### src/rtl/hashmap_ctrl.sv
// hashmap_ctrl: request/insert scheduler and cuckoo eviction-loop controller for a column chain.
// Define HASHMAP_CTRL_STATS_EN to add saturating hit/miss/kick/fail counters.
module hashmap_ctrl #(
    parameter int unsigned NUM_KEY_BITS = 8,
    parameter int unsigned NUM_VAL_BITS = 8,
    parameter int unsigned NUM_PIPES    = 1,
    parameter int unsigned MAX_KICKS    = 16,
    parameter int unsigned SETTLE_CYC   = 8,
    parameter int unsigned LU_BURST     = 4
) (
    input  logic                    clk,
    input  logic                    rst,
    input  logic                    req_valid,
    output logic                    req_ready,
    input  logic [1:0]              req_op,
    input  logic [NUM_KEY_BITS-1:0] req_key,
    input  logic [NUM_VAL_BITS-1:0] req_value,
    output logic                    resp_valid,
    output logic                    resp_hit,
    output logic [NUM_VAL_BITS-1:0] resp_value,
    input  logic                    ins_valid,
    output logic                    ins_ready,
    input  logic [NUM_KEY_BITS-1:0] ins_key,
    input  logic [NUM_VAL_BITS-1:0] ins_value,
    output logic                    ins_done,
    output logic                    ins_fail,
    output logic                    col_lookup,
    output logic [NUM_KEY_BITS-1:0] col_lu_key,
    output logic                    col_modify,
    output logic                    col_del,
    output logic [NUM_VAL_BITS-1:0] col_mod_value,
    output logic                    col_match,
    input  logic                    col_busy,
    input  logic                    col_lu_valid,
    input  logic [NUM_VAL_BITS-1:0] col_lu_value,
    input  logic                    ev_loop_valid,
    input  logic [NUM_KEY_BITS-1:0] ev_loop_key,
    input  logic [NUM_VAL_BITS-1:0] ev_loop_value,
    output logic                    ev_in_valid,
    output logic [NUM_KEY_BITS-1:0] ev_key_in,
    output logic [NUM_VAL_BITS-1:0] ev_value_in
`ifdef HASHMAP_CTRL_STATS_EN
    ,
    output logic [31:0]             stat_hits,
    output logic [31:0]             stat_misses,
    output logic [31:0]             stat_kicks,
    output logic [31:0]             stat_fails
`endif
);

    localparam int unsigned KickW   = $clog2(MAX_KICKS + 1);
    localparam int unsigned SettleW = $clog2(SETTLE_CYC + 1);
    localparam int unsigned BurstW  = $clog2(LU_BURST + 1);
    localparam logic [1:0]  OpUpdate = 2'd1;
    localparam logic [1:0]  OpDelete = 2'd2;

    typedef enum logic [1:0] {StIdle, StChain, StDrain} state_e;

    state_e                   state_q;
    logic [KickW-1:0]         kicks_q;
    logic [SettleW-1:0]       settle_q;
    logic [BurstW-1:0]        burst_q;
    logic [NUM_PIPES-1:0]     pv_q;
    logic [1:0]               pop_q  [NUM_PIPES];
    logic [NUM_VAL_BITS-1:0]  pval_q [NUM_PIPES];

    logic force_slot, accept, ex_v, ev_legal, loop_evt, drop, fwd_loop, ins_accept;
    logic [1:0] ex_op;

    // Request side
    assign force_slot = (burst_q == BurstW'(LU_BURST)) && ((state_q != StIdle) || ins_valid);
    assign req_ready  = !rst && !force_slot;
    assign accept     = req_valid && req_ready;
    assign col_lookup = accept;
    assign col_lu_key = accept ? req_key : '0;

    assign ex_v  = pv_q[NUM_PIPES-1] && !rst;
    assign ex_op = pop_q[NUM_PIPES-1];

    assign resp_valid    = ex_v;
    assign resp_hit      = ex_v && col_lu_valid;
    assign resp_value    = resp_hit ? col_lu_value : '0;
    assign col_match     = resp_hit;
    assign col_modify    = resp_hit && ((ex_op == OpUpdate) || (ex_op == OpDelete));
    assign col_del       = ex_v && (ex_op == OpDelete);
    assign col_mod_value = ex_v ? pval_q[NUM_PIPES-1] : '0;

    // Eviction side: the first column only takes a key when the shared pipe is quiet
    assign ev_legal   = !rst && !col_lookup && !col_busy;
    assign loop_evt   = ev_legal && ev_loop_valid;
    assign drop       = loop_evt && (state_q == StChain) && (kicks_q == KickW'(MAX_KICKS));
    assign fwd_loop   = loop_evt && !drop;
    assign ins_ready  = !rst && (state_q == StIdle) && !col_lookup && !col_busy && !ev_loop_valid;
    assign ins_accept = ins_valid && ins_ready;

    assign ev_in_valid = fwd_loop || ins_accept;
    assign ev_key_in   = fwd_loop ? ev_loop_key : (ins_accept ? ins_key : '0);
    assign ev_value_in = fwd_loop ? ev_loop_value : (ins_accept ? ins_value : '0);

    always_ff @(posedge clk) begin
        if (rst) begin
            pv_q <= '0;
        end else begin
            pv_q[0] <= accept;
            for (int i = 1; i < NUM_PIPES; i++) begin
                pv_q[i] <= pv_q[i-1];
            end
        end
    end

    always_ff @(posedge clk) begin
        pop_q[0]  <= req_op;
        pval_q[0] <= req_value;
        for (int i = 1; i < NUM_PIPES; i++) begin
            pop_q[i]  <= pop_q[i-1];
            pval_q[i] <= pval_q[i-1];
        end
    end

    always_ff @(posedge clk) begin
        if (rst) begin
            burst_q <= '0;
        end else if (col_lookup) begin
            if (burst_q != BurstW'(LU_BURST)) begin
                burst_q <= burst_q + BurstW'(1);
            end
        end else begin
            burst_q <= '0;
        end
    end

    always_ff @(posedge clk) begin
        if (rst) begin
            state_q  <= StIdle;
            kicks_q  <= '0;
            settle_q <= '0;
            ins_done <= 1'b0;
            ins_fail <= 1'b0;
        end else begin
            ins_done <= 1'b0;
            ins_fail <= 1'b0;
            unique case (state_q)
                StIdle: begin
                    if (ins_accept) begin
                        state_q  <= StChain;
                        kicks_q  <= '0;
                        settle_q <= SettleW'(SETTLE_CYC);
                    end
                end
                StChain, StDrain: begin
                    if (loop_evt) begin
                        settle_q <= SettleW'(SETTLE_CYC);
                        if (drop) begin
                            state_q <= StDrain;
                        end else if (state_q == StChain) begin
                            kicks_q <= kicks_q + KickW'(1);
                        end
                    end else if (settle_q == '0) begin
                        ins_done <= (state_q == StChain);
                        ins_fail <= (state_q == StDrain);
                        state_q  <= StIdle;
                    end else begin
                        settle_q <= settle_q - SettleW'(1);
                    end
                end
                default: state_q <= StIdle;
            endcase
        end
    end

`ifdef HASHMAP_CTRL_STATS_EN
    always_ff @(posedge clk) begin
        if (rst) begin
            stat_hits   <= '0;
            stat_misses <= '0;
            stat_kicks  <= '0;
            stat_fails  <= '0;
        end else begin
            if (resp_hit && (stat_hits != '1)) stat_hits <= stat_hits + 32'd1;
            if (resp_valid && !resp_hit && (stat_misses != '1)) stat_misses <= stat_misses + 32'd1;
            if (fwd_loop && (stat_kicks != '1)) stat_kicks <= stat_kicks + 32'd1;
            if (ins_fail && (stat_fails != '1)) stat_fails <= stat_fails + 32'd1;
        end
    end
`endif

endmodule
### config.mk
export PLATFORM = sky130hd
export DESIGN_NAME = hashmap_ctrl
export DESIGN_NICKNAME = d
export VERILOG_FILES = /design/src/rtl/hashmap_ctrl.sv
export SDC_FILE = /design/constraint.sdc
export NUM_CORES = 1
export LEC_CHECK = 0
export CAP_MARGIN = 20
export CELL_PAD_IN_SITES_DETAIL_PLACEMENT = 1
export CELL_PAD_IN_SITES_GLOBAL_PLACEMENT = 1
export CORE_MARGIN = 2
export CORE_UTILIZATION = 23
export CTS_CLUSTER_DIAMETER = 120
export DETAILED_ROUTE_END_ITERATION = 8
export PLACE_DENSITY = 0.87
export SLEW_MARGIN = 40
export SYNTH_ARGS = -nofsm -noshare
export SYNTH_HDL_FRONTEND = slang
export SYNTH_SLANG_ARGS = --single-unit
### constraint.sdc
create_clock -name clk -period 4.3 [get_ports clk]
set_input_delay 1.29 -clock clk [delete_from_list [all_inputs] [get_ports clk]]
set_output_delay 1.29 -clock clk [all_outputs]
set_load 0.1 [all_outputs]
==> summary.txt <==
Timing
  • Fin. max-slew vios: 0
  • Fmax: 235 MHz
  • Endpoints failing setup: 0
  • Tcrit/Tclk final: 0.989
  • Worst-margin pin slew: 663 ps
  • Max-slew headroom: 0.557
  • RSZ-0062 raised after global routing: true
  • Fin Clk Skew: 3.34 ps
  • Min cycle time layout: 4250 ps
  • Final hold violation count: 0
  • Final hold slack: 519 ps

Route
  • DRC viols: 0
  • Vias post-DR: 2023
  • TritonRoute pass-1 iters: 4
  • Initial DRC Count: 100
  • Final ANT Viol Nets: 0
  • WL per Instance: 17.8 um
  • Total Routed Length: 7460 um
  • Vias/cell: 4.82

Power
  • Peak VDD IR: 0.000102 V
  • Total power: 806 uW
  • Leakage: 0.00163 uW
  • Pwr Density: 209 mW/mm2

Finish
  • FF+latch area: 541 um2
  • Area Overhead vs Synth: 140%
  • Multi-input gate area: 0.00121 mm2
  • Final #Nets: 401
  • Final Core Density: 0.568
  • Layout cell share with drive strength beyond 1: 0.401
  • Filler cells: 706
  • Final instance area: 0.00386 mm2
  • Most common cell after layout, fill and taps aside: clkdlybuf4s50_1
  • Commonest non-fill, non-tap cells in the layout: clkdlybuf4s50_1, buf_12, dfxtp_1
  • Diodes inserted: 0

Logic synthesis
  • Synth Cell Area: 0.00161 mm2
  • Register area share after synthesis: 0.335
  • Synth warn: 0
  • Post-synth top area cell: dfxtp_1
  • Async S/R FF share, synth: 0
  • Synth Flop Type: dfxtp_1
  • Syn_area_per_cell: 8.53 um2
  • Synth Net Count: 265
  • Yosys cell types: 40
  • Number of enable flip-flop cells after synthesis: 0
  • Top post-synthesis cells by area: dfxtp_1, a22o_1, ha_1
  • Synth Register Bits: 27
  • Top-area cell type share of the netlist area: 0.335
  • Post-Synthesis Cells: 189

Worst setup path
  • Crit start category: primary input
  • Critical path fanouts, max: 9
  • Critical Path End Type: output pin
  • Worst EP arrival: 2960 ps
  • WS Path Type: primary input to output pin
  • Worst Path Required: 3010 ps

Global route
  • Gr usage total: 0.196
  • Total gr overflow: 0
  • Largest net degree at the start of global routing: 17
  • Grt peak-use layer: met2
  • Met1 GRT Util: 0.208
  • Initial antenna violation count: 0
  • Grt met3 use: 0.0339
  • GR met2 Demand/Resource: 0.388
  • Vias in the first global route: 2242
  • First-pass GRT wire length: 11600 um

Run status
  • Status: finished clean

Min path
  • Worst hold path type: flop to flop

Clocking
  • Clock Latency Late Sink: 280 ps
  • CTS HTree Levels: 1
  • Clock root buffer: clkbuf_8
  • CTS clk-pin slew, worst paths: 100 ps
  • CTS tree: built
  • Num CTS Buffers: 3
  • CTS Buffer Depth: 2
  • CTS sink cnt: 27

Floorplanning
  • Core Rows: 30
  • Die Span Y: 87.7 um
  • Die Span X: 87.7 um
  • Die area: 0.00769 mm2
  • I/O pins: 116
  • Placeable core area: 0.00679 mm2
  • Starting density of the core: 0.237

Placement
  • GP Congestion: 0.769
  • Port-buffer cells: 115
  • HPWL after DPL: 5410 um
  • Area after DPL: 0.00355 mm2

Run
  • Max-Cap Viols: 0
-- worst max-delay path, stage by stage --
cell and delay [ps]:
dlygate4sd2_1 250, or4b_4 560, a211oi_4 230, buf_6 180
buf_16 140, or2_2 130, buf_12 170
-- final cells by class --
cell class,count,area share
multi-input combinational,137,0.313
clock buffer,3,0.0107
timing repair buffer,140,0.487
inverter,16,0.0156
sequential,27,0.140
clock inverter,1,0.00194
tap,96,0.0311
-- metal layers --
metal | part of all wire | vias to the layer above
met4 | 0.020 | 0
met1 | 0.36 | 990
li1 | - | 946
met2 | 0.58 | 72
met3 | 0.039 | 15
met5 | 0 | -
-- worst paths after layout --
| check | cells after the start | from | to | slack [ps] |
|---|---|---|---|---|
| hold / removal | 2 | settle_q[1] | settle_q[1] | 520 |
| hold reg to reg | 2 | settle_q[1] | settle_q[1] | 520 |
| setup reg to reg | 10 | state_q[1] | kicks_q[2] | 1510 |
| setup / recovery | 7 | col_busy | ev_in_valid | 50 |
-- logic make-up (layout without fill, tap and decap cells) --
group,Yosys count,count (layout),synth area share
flops,27,27,0.335
mux,1,1,0.00621
compound gates,41,42,0.200
fa+ha+maj,11,11,0.0854
xor+xnor,1,1,0.00544
simple gates,82,82,0.304
buf+inv,26,160,0.0644
-- sequential cells by signal (all words and copies together) (netlist names) --
register	flops
ins_done	1
settle_q	4
ins_fail	1
pv_q	1
pval_q	8
state_q	2
burst_q	3
pop_q	2
kicks_q	5
-- synth_stat cells, types with 2 or more instances --
master and n:
a21oi_1 4, a22o_1 16, a31oi_1 4, and2_1 18
and3_1 11, and4_1 2, buf_2 2, clkbuf_1 7
dfxtp_1 27, ha_1 11, inv_1 16, nand2_1 7
nand2b_1 3, nand3_1 7, nand4b_1 2, nor2_1 8
nor2b_1 5, nor3_1 3, nor3b_1 2, o21ai_0 4
o21bai_1 2, o31ai_1 2, o32ai_1 2, or2_2 3
or3_1 6
-- power breakdown --
| part | internal [uW] | total [uW] | switching, uW | leakage, uW |
|---|---|---|---|---|
| Sequential | 260 | 266 | 6.09 | 0.000222 |
| Combinational | 168 | 385 | 216 | 0.00139 |
| Clock | 66.0 | 155 | 89.1 | 0.0000217 |
| Total | 495 | 806 | 312 | 0.00163 |
-- per-stage QoR --
stage               worst slack (ps)  setup TNS, ps  std cells
finish                          49.0              0        420
floorplan                       -115           -919        189
global route                   -5.95          -5.95        420
CTS                            -3.82          -3.82        420
global placement                -264          -4350        407
detailed placement              -400          -6380        407
-- timing repair --
| item | CTS | global route |
|---|---|---|
| pin swaps | 3 | 2 |
| hold buffers | 0 | 0 |
| resized for setup | 24 | 4 |
| buffers inserted | 6 | 0 |
| gates cloned | 3 | 0 |
| endpoints found under the setup margin | 24 | 7 |
No activity file was read; power rests on OpenSTA's default activity.
